==> src/rtl/alu_pkg.sv <==
// -----------------------------------------------------------------------------
// alu_pkg
// Shared definitions for the multi-byte ALU sequencer:
//   - 8-bit ALU opcode constants driven onto alu_operation
//   - command encoding carried on req_cmd
//   - FSM state encoding of the sequencer
//   - helper that maps a command plus slice position onto an ALU opcode
// -----------------------------------------------------------------------------
package alu_pkg;

  // ALU opcodes understood by the 8-bit ALU
  localparam logic [3:0] ALU_NOP  = 4'h0;
  localparam logic [3:0] ALU_ADD  = 4'h3;
  localparam logic [3:0] ALU_ADDC = 4'h4;
  localparam logic [3:0] ALU_SUB  = 4'h7;
  localparam logic [3:0] ALU_SUBB = 4'h8;
  localparam logic [3:0] ALU_AND  = 4'hA;
  localparam logic [3:0] ALU_OR   = 4'hB;

  // Command encoding on req_cmd
  typedef enum logic [1:0] {
    CMD_ADD = 2'd0,
    CMD_SUB = 2'd1,
    CMD_AND = 2'd2,
    CMD_OR  = 2'd3
  } cmd_e;

  // Sequencer states: OP drives one slice, GAP lets the ALU flags settle
  typedef enum logic [1:0] {
    IDLE = 2'd0,
    OP   = 2'd1,
    GAP  = 2'd2,
    DONE = 2'd3
  } state_e;

  // The lowest slice starts a fresh carry chain; upper slices of ADD/SUB
  // must consume the carry/borrow the ALU latched from the slice below.
  function automatic logic [3:0] slice_opcode(input cmd_e cmd, input logic first_slice);
    logic [3:0] op;
    op = ALU_NOP;
    case (cmd)
      CMD_ADD: op = first_slice ? ALU_ADD : ALU_ADDC;
      CMD_SUB: op = first_slice ? ALU_SUB : ALU_SUBB;
      CMD_AND: op = ALU_AND;
      CMD_OR:  op = ALU_OR;
      default: op = ALU_NOP;
    endcase
    return op;
  endfunction

endpackage

==> src/rtl/alu_sequencer.sv <==
// -----------------------------------------------------------------------------
// alu_sequencer
// Runs one NBYTES*WIDTH-bit ADD/SUB/AND/OR command through an 8-bit ALU one
// slice at a time (least significant first) and returns the assembled result
// with aggregated flags.
//
// Ports:
//   clk, rst_n                 clock (rising edge), async active-low reset
//   req_valid/req_ready        command handshake
//   req_cmd, req_lhs, req_rhs  command and wide operands (latched on accept)
//   resp_valid/resp_ready      response handshake
//   resp_result                assembled wide result
//   resp_zero/carry/sign/overflow  flags aggregated from the ALU
//   resp_err                   ALU did not drive the bus in some slice
//   busy                       high whenever not IDLE
//   alu_operation, alu_lhs, alu_rhs, alu_assert_bus   drive the ALU
//   alu_bus_out, alu_bus_en, alu_flag_*               returned by the ALU
// -----------------------------------------------------------------------------
module alu_sequencer
  import alu_pkg::*;
#(
  parameter int WIDTH  = 8,
  parameter int NBYTES = 2
) (
  input  logic                     clk,
  input  logic                     rst_n,
  input  logic                     req_valid,
  output logic                     req_ready,
  input  logic [1:0]               req_cmd,
  input  logic [WIDTH*NBYTES-1:0]  req_lhs,
  input  logic [WIDTH*NBYTES-1:0]  req_rhs,
  output logic                     resp_valid,
  input  logic                     resp_ready,
  output logic [WIDTH*NBYTES-1:0]  resp_result,
  output logic                     resp_zero,
  output logic                     resp_carry,
  output logic                     resp_sign,
  output logic                     resp_overflow,
  output logic                     resp_err,
  output logic                     busy,
  output logic [3:0]               alu_operation,
  output logic [WIDTH-1:0]         alu_lhs,
  output logic [WIDTH-1:0]         alu_rhs,
  output logic                     alu_assert_bus,
  input  logic [WIDTH-1:0]         alu_bus_out,
  input  logic                     alu_bus_en,
  input  logic                     alu_flag_zero,
  input  logic                     alu_flag_acarry,
  input  logic                     alu_flag_sign,
  input  logic                     alu_flag_overflow
);

  localparam int TOTAL = WIDTH * NBYTES;
  localparam int IDXW  = (NBYTES > 1) ? $clog2(NBYTES) : 1;
  localparam logic [IDXW-1:0] LAST_IDX = IDXW'(NBYTES - 1);

  state_e            state_q, state_d;
  logic [IDXW-1:0]   idx_q;
  cmd_e              cmd_q;
  logic [WIDTH-1:0]  lhs_q [NBYTES];
  logic [WIDTH-1:0]  rhs_q [NBYTES];
  logic [WIDTH-1:0]  res_q [NBYTES];
  logic [TOTAL-1:0]  res_packed;
  logic              zero_acc_q;
  logic              err_acc_q;
  logic              req_fire;
  logic              is_last;

  assign req_ready  = (state_q == IDLE);
  assign resp_valid = (state_q == DONE);
  assign busy       = (state_q != IDLE);
  assign req_fire   = req_valid && req_ready;
  assign is_last    = (idx_q == LAST_IDX);

  // State register
  always_ff @(posedge clk or negedge rst_n) begin
    if (!rst_n) begin
      state_q <= IDLE;
    end else begin
      state_q <= state_d;
    end
  end

  // Next-state and ALU drive; the ALU only sees a real opcode during OP
  always_comb begin
    state_d        = state_q;
    alu_operation  = ALU_NOP;
    alu_assert_bus = 1'b0;
    alu_lhs        = '0;
    alu_rhs        = '0;
    case (state_q)
      IDLE: begin
        if (req_fire) state_d = OP;
      end
      OP: begin
        alu_operation  = slice_opcode(cmd_q, idx_q == '0);
        alu_lhs        = lhs_q[idx_q];
        alu_rhs        = rhs_q[idx_q];
        alu_assert_bus = 1'b1;
        state_d        = GAP;
      end
      GAP: begin
        state_d = is_last ? DONE : OP;
      end
      DONE: begin
        if (resp_ready) state_d = IDLE;
      end
      default: state_d = IDLE;
    endcase
  end

  // Flatten the collected slices for the final response copy
  always_comb begin
    res_packed = '0;
    for (int b = 0; b < NBYTES; b++) begin
      res_packed[b*WIDTH +: WIDTH] = res_q[b];
    end
  end

  // Datapath: operand latch, slice collection and flag aggregation.
  // The working accumulators are separate from resp_* so a newly accepted
  // command cannot disturb the previous response before its own DONE.
  always_ff @(posedge clk or negedge rst_n) begin
    if (!rst_n) begin
      idx_q         <= '0;
      cmd_q         <= CMD_ADD;
      zero_acc_q    <= 1'b1;
      err_acc_q     <= 1'b0;
      resp_result   <= '0;
      resp_zero     <= 1'b0;
      resp_carry    <= 1'b0;
      resp_sign     <= 1'b0;
      resp_overflow <= 1'b0;
      resp_err      <= 1'b0;
      for (int b = 0; b < NBYTES; b++) begin
        lhs_q[b] <= '0;
        rhs_q[b] <= '0;
        res_q[b] <= '0;
      end
    end else begin
      case (state_q)
        IDLE: begin
          if (req_fire) begin
            cmd_q      <= cmd_e'(req_cmd);
            idx_q      <= '0;
            zero_acc_q <= 1'b1;
            err_acc_q  <= 1'b0;
            for (int b = 0; b < NBYTES; b++) begin
              lhs_q[b] <= req_lhs[b*WIDTH +: WIDTH];
              rhs_q[b] <= req_rhs[b*WIDTH +: WIDTH];
            end
          end
        end
        OP: begin
          if (alu_bus_en) begin
            res_q[idx_q] <= alu_bus_out;
          end else begin
            res_q[idx_q] <= '0;
            err_acc_q    <= 1'b1;
          end
        end
        GAP: begin
          // ALU flags registered at the end of OP now describe slice idx_q
          zero_acc_q <= zero_acc_q & alu_flag_zero;
          if (is_last) begin
            resp_result   <= res_packed;
            resp_zero     <= zero_acc_q & alu_flag_zero;
            resp_carry    <= alu_flag_acarry;
            resp_sign     <= alu_flag_sign;
            resp_overflow <= alu_flag_overflow;
            resp_err      <= err_acc_q;
          end else begin
            idx_q <= idx_q + IDXW'(1);
          end
        end
        default: ;
      endcase
    end
  end

endmodule

==> config.mk <==
export PLATFORM = sky130hd
export DESIGN_NAME = alu_sequencer
export DESIGN_NICKNAME = d
export VERILOG_FILES = /design/src/rtl/alu_pkg.sv /design/src/rtl/alu_sequencer.sv
export SDC_FILE = /design/constraint.sdc
export NUM_CORES = 1
export LEC_CHECK = 0
export CAP_MARGIN = 20
export CORE_UTILIZATION = 40
export CTS_BUF_LIST = sky130_fd_sc_hd__clkbuf_2 sky130_fd_sc_hd__clkbuf_4 sky130_fd_sc_hd__clkbuf_8
export CTS_CLUSTER_DIAMETER = 150
export DETAILED_ROUTE_END_ITERATION = 7
export GPL_ROUTABILITY_DRIVEN = 0
export PLACE_DENSITY = 0.69
export SYNTH_ARGS = -nofsm -noshare
export SYNTH_HDL_FRONTEND = slang
export SYNTH_SLANG_ARGS = --single-unit
==> constraint.sdc <==
create_clock -name clk -period 1.8 [get_ports clk]
set_clock_uncertainty 0.2 [all_clocks]
set_input_delay 0.45 -clock clk [delete_from_list [all_inputs] [get_ports clk]]
set_output_delay 0.45 -clock clk [all_outputs]
set_load 0.02 [all_outputs]
==> flow_summary.yaml, run 1 <==
run_status:
  outcome: "finished with violations"
  violations: "setup timing"
route:
  viasPerCell: 4.86
  routedWlPerCell_um: 15.9
  drt_pass1_iterations: 4
  route.antenna.remaining_nets: 0
  drc: 0
  drtIter0Drc: 101
  vias: 2346
  wl_um: 7660
sta:
  worst_pin_slew_ns: 0.391
  hold_violations: 0
  fmax_mhz: 500
  setup_ws_ns: -0.201
  drv_slew: 0
  post-route-period-util_pct: 111
  setup_viol: 57
  min_period_ns: 2.00
  rsz0062_at_grt: "yes"
  relSlewSlack_pct: 73.9
floorplan:
  design.portCount: 96
  start_util_pct: 41.6
  die_y_um: 92.1
  rows: 32
  core_mm2: 0.00781
  die_w_um: 92.1
  dieArea_mm2: 0.00848
logic_synthesis:
  yosys-top-cells-area: "dfrtp_1, mux2_2, mux2i_1, nand2_1, buf_6"
  seq_area_frac_synth_pct: 58.6
  synth_seq_cells: 76
  avgSynthCellArea_um2: 12.7
  synth_area_mm2: 0.00325
  synth_warnings: 0
  synth_cells: 255
  synth_top_area_cell: "dfrtp_1"
  syn_nets: 306
  yosysTopAreaCellShare_pct: 57.8
  yosysUniqueCellTypes: 28
clock_network:
  clock_latency_ns: 0.33
  clock-sinks: 76
  cts.htree.levels: 3
  cts_tree: "built"
  path_clk_slew_ns: 0.07
  cts_root_buf: "clkbuf_8"
  cts_buffers: 9
  clock_tree.buffer_depth: 2
finish:
  final_cell_mix: "dfrtp_1, clkdlybuf4s50_1, mux2_4"
  syn2layout_area_growth_pct: 50.9
  fin_util_pct: 62.8
  fin_cells: 483
  diodes: 0
  final_common_cell: "dfrtp_1"
  drive_above_1_share_pct: 37.0
  final_nets: 427
global_route:
  grtUsageTotal_pct: 19.1
  gr-total-overflow: 0
  antenna_found_initial: 0
  grt_pass1_wl_um: 12300
  grt_max_degree: 35
  grt_pass1_vias: 2427
setup_path:
  worstPathMaxFanout: 16
  cp-startpoint: "state_q[1]"
  crit_arrival_ns: 1.35
  crit_path_start_kind: "register"
  critPathKind: "register to primary output"
  cp.required_ns: 1.15
  endpoint_kind: "primary output"
  rr_startpoint: "state_q[0]"
worst_hold_path:
  hold_path.startpoint: "res_packed[3]"
  hold_class: "register to register"
run:
  max_cap_violations: 0
place:
  dp_cells: 455
  dp_hpwl_um: 4960
  portBuffers: 95
pwr:
  leakagePower_uw: 0.00238
  p_per_area_mw_per_mm2: 1800
  peakVddDrop_v: 0.000813
==> timing repair <==
item | CTS | global route
setup endpoints to repair | 79 | 74
hold buffers | 1 | 0
buffers inserted | 9 | 2
cloned | 4 | 1
gates resized for setup | 180 | 27
hold endpoints to repair | 20 | 0
==> critical path, cell delays in order, from the launching register on <==
cell and delay, ns:
dfrtp_1 0.40, nand2b_4 0.16, buf_12 0.15, nor2_1 0.13
buf_4 0.16
==> through the flow <==
stage                     setup TNS, ns  power (µW)  setup WS, ns  hold slack [ns]  area [µm²]
after global placement           -14.36        6870        -0.312            0.175        4410
after global routing             -11.06        9390        -0.279            0.313        4900
after detailed placement         -14.50        6980        -0.332            0.177        4410
final                             -7.86        8840        -0.201            0.281        4900
after CTS                         -8.95        8680        -0.227            0.281        4830
after floorplan                       0        5360       0.00257          -0.0456        3250
==> area by class of cell <==
class,count,area (µm²)
Clock buffer,14,161
Clock inverter,2,35.0
Fill cell,659,2910
Inverter,5,21.3
Multi-Input combinational cell,158,1370
Sequential cell,76,1900
Tap cell,102,128
Timing Repair Buffer,126,1280
==> cells in the mapped netlist <==
library cell / n
nor3_1: 1
o21a_1: 1
nand2_1: 31
buf_2: 6
o21ai_1: 6
xnor2_1: 1
or2_4: 1
inv_1: 5
or3b_1: 1
o21ai_2: 2
buf_6: 7
o21ai_0: 13
nor2_8: 1
buf_4: 1
nor2b_1: 1
dfstp_2: 1
a21oi_1: 3
mux2_2: 50
mux2_1: 4
clkbuf_1: 2
o22ai_1: 1
nor2_1: 21
mux2i_1: 16
nand2b_1: 1
and2_1: 1
dfrtp_1: 75
nand3b_4: 1
nand3b_1: 1
==> flip-flops by register name, indices dropped and copies added, names as in the netlist <==
register       count
lhs_q             16
res_packed        16
resp_result       16
rhs_q             16
cmd_q              2
state_q            2
err_acc_q          1
idx_q              1
resp_carry         1
resp_err           1
resp_overflow      1
resp_sign          1
resp_zero          1
zero_acc_q         1
==> report_power, final <==
part           internal (µW)  switching (µW)
logic                   2510            2040
registers               2520             481
clock network            718             571
==> path summary, 6_finish.rpt <==
check / to / slack (ns) / cells past startpoint
max: alu_lhs[2] / -0.20 / 4
max in group asynchronous: lhs_q[13] / 0.55 / 3
max reg2reg: lhs_q[4] / -0.14 / 7
min in group asynchronous: resp_result[10] / 0.36 / 2
min reg2reg: res_packed[3] / 0.28 / 2
min: res_packed[3] / 0.28 / 2
==> cells by family after synthesis <==
kind of cell | Yosys count | share of synthesized area [%]
flops | 76 | 58.6
compound gates | 26 | 4.35
mux | 70 | 23.7
xor+xnor | 1 | 0.270
buf+inv | 21 | 4.39
simple gates | 61 | 8.74
==> per-layer routing <==
metal	vias to the layer above	GRT usage (%)	wire length [µm]
li1	1103	-	-
met1	1178	24.3	3440
met2	54	31.3	3730
met3	11	3.90	347
met4	0	8.46	141
met5	-	0	0
No activity file was read; power rests on OpenSTA's default activity.
==> run 2, diff against run 1 <==
Settings changed: CORE_UTILIZATION 40 to 45, PLACE_DENSITY 0.69 to 0.77.
==> flow_summary.yaml, run 2 (synthesis gave the netlist of run 1 again) <==
sta:
  fmax_mhz: 473
  setup_viol: 58
  min_period_ns: 2.11
  drv_slew: 0
  holdWs_ns: 0.282
  setup_ws_ns: -0.313
  relSlewSlack_pct: 76.7
  post-route-period-util_pct: 117
  rsz0062_at_grt: "yes"
  worst_pin_slew_ns: 0.349
  hold_violations: 0
run_status:
  outcome: "finished with violations"
  violations: "setup timing"
place:
  dp_hpwl_um: 4680
  portBuffers: 95
  dp_cells: 446
finish:
  final_cell_mix: "dfrtp_1, clkdlybuf4s50_1, mux2_4"
  diodes: 0
  num-fill-cells: 435
  fin_cells: 480
  register_area_mm2: 0.00190
  multi_input_area_mm2: 0.00147
  final_nets: 431
  final_common_cell: "dfrtp_1"
  drive_above_1_share_pct: 40.1
  syn2layout_area_growth_pct: 57.2
route:
  drt_pass1_iterations: 4
  drtIter0Drc: 101
  viasPerCell: 5.03
  vias: 2416
  drc: 0
  route.antenna.remaining_nets: 0
  wl_um: 8350
  routedWlPerCell_um: 17.4
pwr:
  p_total_uw: 9510
  p_per_area_mw_per_mm2: 1860
  leakagePower_uw: 0.00246
  peakVddDrop_v: 0.000752
setup_path:
  rr_startpoint: "state_q[0]"
  cp.required_ns: 1.15
  reg2reg_to: "rhs_q[10]"
  crit_arrival_ns: 1.46
  crit_path_start_kind: "register"
  r2r_setup_slack_ns: -0.15
  rr_worst_depth: 7
  endpoint_kind: "primary output"
  critPathKind: "register to primary output"
  worstPathMaxFanout: 6
floorplan:
  design.portCount: 96
  start_util_pct: 47.3
  rows: 30
  die_y_um: 87.0
  core_mm2: 0.00687
  die_w_um: 87.0
  dieArea_mm2: 0.00756
clock_network:
  clock_latency_ns: 0.34
  cts.htree.levels: 3
  clock-sinks: 76
  clock_tree.buffer_depth: 2
  cts_tree: "built"
  path_clk_slew_ns: 0.08
  cts_buffers: 9
  cts_root_buf: "clkbuf_8"
global_route:
  grt_max_degree: 33
  use_met1_pct: 29.3
  grt_use_met3_pct: 3.79
  gr-total-overflow: 0
  grt_pass1_wl_um: 12600
  met2_usage_pct: 35.6
  grt_pass1_vias: 2504
  gr-max-usage-layer: "met2"
  antenna_found_initial: 0
  grtUsageTotal_pct: 22.3
worst_hold_path:
  holdPathStages: 2
  whs_endpoint: "res_packed[2]"
  hold_path.startpoint: "res_packed[2]"
  hold_class: "register to register"
run:
  max_cap_violations: 0
run 2: changes by cell type in the layout (fill, tap and decap cells not counted), sizes merged:
cell | before | now
clkinv | 1 | 3
nand3b | 2 | 4
clkbuf | 14 | 13
run 2: layout make-up:
type,count,area share (%)
Inverter,5,0.416
Timing Repair Buffer,128,27.3
Sequential cell,76,37.3
Multi-Input combinational cell,160,28.7
Clock inverter,4,0.955
Clock buffer,11,2.96
Tap cell,96,2.35
run 2: layer usage:
layer	vias to the layer above	part of all wire, %
met5	-	0
met2	71	49
met1	1210	45
met3	17	3.4
met4	0	2.7
li1	1118	-
run 2: worst max-delay path: stages (launching register included):
cell	delay [ns]
dfrtp_2	0.47
buf_12	0.16
buf_12	0.12
mux2i_2	0.13
nor2_1	0.08
buf_4	0.14
run 2: power by group:
group / leakage (µW) / switching (µW) / total [µW] / internal (µW)
Clock: 0.000105 / 610 / 1320 / 707
Combinational: 0.00142 / 2270 / 5140 / 2870
Sequential: 0.000934 / 536 / 3050 / 2520
run 2: worst max-delay path by stage:
| stage | from | to | slack, ns | cells after the start |
|---|---|---|---|---|
| 2_1_floorplan | state_q[1] | alu_lhs[0] | 0.003 | 4 |
| 3_3_place_gp | state_q[1] | alu_operation[2] | -0.30 | 4 |
| 3_5_place_dp | state_q[1] | alu_operation[1] | -0.34 | 5 |
| 4_1_cts | idx_q | alu_operation[2] | -0.34 | 5 |
| 5_1_grt | idx_q | alu_rhs[5] | -0.37 | 5 |
| 6_report | idx_q | alu_rhs[5] | -0.31 | 5 |
run 2: per-stage QoR:
step / instance area [µm²] / worst slack [ns] / TNS, ns / utilization, %
final: 5110 / -0.313 / -9.20 / 74.4
after global routing: 5110 / -0.368 / -13.24 / 74.4
after CTS: 4880 / -0.337 / -10.85 / 71.1
after detailed placement: 4380 / -0.338 / -14.09 / 63.8
after global placement: 4380 / -0.302 / -13.66 / 63.8
after floorplan: 3250 / 0.00257 / 0 / -
run 2: what timing repair did:
action                                 in CTS  in global routing
gates cloned                                4                  5
setup buffers                               9                  3
hold buffers                                1                  0
resized for setup                         182                 50
pin swaps                                   1                  5
endpoints found under the hold margin      24                  0
setup endpoints to repair                  79                 87
==> run 3, diff against run 2 <==
Settings changed: DONT_BUFFER_PORTS set to 1, PLACE_DENSITY 0.77 to unset, SLEW_MARGIN set to 20.
==> flow_summary.yaml, run 3 (synthesis gave the netlist of run 1 again) <==
run:
  max_cap_violations: 0
route:
  drt_pass1_iterations: 4
  routedWlPerCell_um: 16.6
  wl_met1_um: 2940
  viasPerCell: 5.09
  wl_um: 6480
  vias: 1984
  route.antenna.remaining_nets: 0
  top_layer_used: "met4"
  drc: 0
  drtIter0Drc: 63
  wl_met2_um: 2850
  dr_wl_met3_um: 591
floorplan:
  dieArea_mm2: 0.00756
  die_w_um: 87.0
  start_util_pct: 47.3
  die_y_um: 87.0
  rows: 30
  design.portCount: 96
  core_mm2: 0.00687
place:
  placed_area_mm2: 0.00353
  portBuffers: 0
  dp_hpwl_um: 3910
  dp_slack_ns: 0.0715
pwr:
  p_total_uw: 8030
  peakVddDrop_v: 0.000812
  leakagePower_uw: 0.00193
  p_per_area_mw_per_mm2: 2010
finish:
  syn2layout_area_growth_pct: 23.3
  drive_above_1_share_pct: 40.5
  fin_util_pct: 58.3
  num-fill-cells: 583
  finalInstanceArea_mm2: 0.00400
  diodes: 0
  register_area_mm2: 0.00190
  final_cell_mix: "dfrtp_1, nand2_1, mux2_4"
  multi_input_area_mm2: 0.00135
  final_common_cell: "dfrtp_1"
  final_nets: 340
global_route:
  grt_max_degree: 77
  gr-total-overflow: 0
  antenna_found_initial: 0
  grt_pass1_wl_um: 9440
  grt_pass1_vias: 1874
  grtUsageTotal_pct: 16.8
sta:
  setup_viol: 57
  relSlewSlack_pct: 81.2
  setup_ws_ns: -0.209
  holdWs_ns: -0.402
  rsz0062_at_grt: "yes"
  drv_slew: 0
  worst_pin_slew_ns: 0.282
  hold_violations: 76
  post-route-period-util_pct: 112
  fmax_mhz: 498
  min_period_ns: 2.01
setup_path:
  worstPathMaxFanout: 20
  critPathKind: "register to primary output"
  endpoint_kind: "primary output"
  crit_path_start_kind: "register"
  crit_arrival_ns: 1.36
  cp.required_ns: 1.15
clock_network:
  clock_latency_ns: 0.34
  cts.htree.levels: 3
  clock-sinks: 76
  path_clk_slew_ns: 0.08
  cts_tree: "built"
  postCtsHoldBufs: 1
  cts_buffers: 9
  cts_root_buf: "clkbuf_8"
  clock_tree.buffer_depth: 2
run_status:
  outcome: "finished with violations"
  violations: "hold timing, setup timing"
worst_hold_path:
  hold_class: "primary input to async pin"
-- run 3: changes by cell type in the layout (fill, tap and decap cells not counted), moves of 3 or more --
cell,before,now
clkdlybuf4s50_1,49,0
dlygate4sd2_1,21,0
buf_6,19,4
buf_12,10,4
nor2_1,14,20
buf_4,21,26
nor2_2,6,1
mux2_2,18,22
mux2_4,34,30
mux2i_1,13,16
-- run 3: layout make-up --
type	count	area share, %
Tap cell	96	3.00
Clock inverter	6	1.62
Clock buffer	10	3.28
Sequential cell	76	47.6
Inverter	5	0.656
Timing Repair Buffer	38	10.1
Multi-Input combinational cell	159	33.8
-- run 3: final timing paths --
kind                               endpoint  cells past startpoint  slack [ns]          start
min reg2reg                   res_packed[5]                      2        0.29  res_packed[5]
max                        alu_operation[2]                      4       -0.21     state_q[1]
min                         resp_result[14]                      0       -0.40          rst_n
min in group clk                  rhs_q[13]                      1        0.05     req_rhs[5]
max reg2reg                        cmd_q[1]                      6       -0.13     state_q[1]
max in group asynchronous        zero_acc_q                      0        1.61          rst_n
-- run 3: metrics by stage --
stage | setup TNS (ns) | std cells
after CTS | -4.61 | 385
after floorplan | 0 | 255
after global routing | -10.78 | 390
after detailed placement | 0 | 365
after global placement | 0 | 365
final | -6.70 | 390
-- run 3: metal layers --
layer,GRT usage [%],up-vias
li1,-,938
met1,22.1,974
met2,23.7,64
met3,7.39,8
met4,8.03,0
met5,0,-
-- run 3: where the power goes --
group / switching [µW] / internal, µW
clock: 614 / 656
sequential: 745 / 2520
combinational: 1540 / 1960
total: 2900 / 5130
-- run 3: what timing repair did --
action / 4_1_cts / 5_1_grt
setup buffers: 3 / 1
pin swaps: 1 / 2
cloned: 0 / 4
endpoints found under the hold margin: 77 / 76
resized for setup: 8 / 34
endpoints found under the setup margin: 23 / 44
-- run 3: worst max-delay path, stage by stage (launching register included) --
cell and delay [ns]:
dfrtp_1 0.40, nand2b_4 0.16, buf_12 0.15, nor3_2 0.15, buf_4 0.16
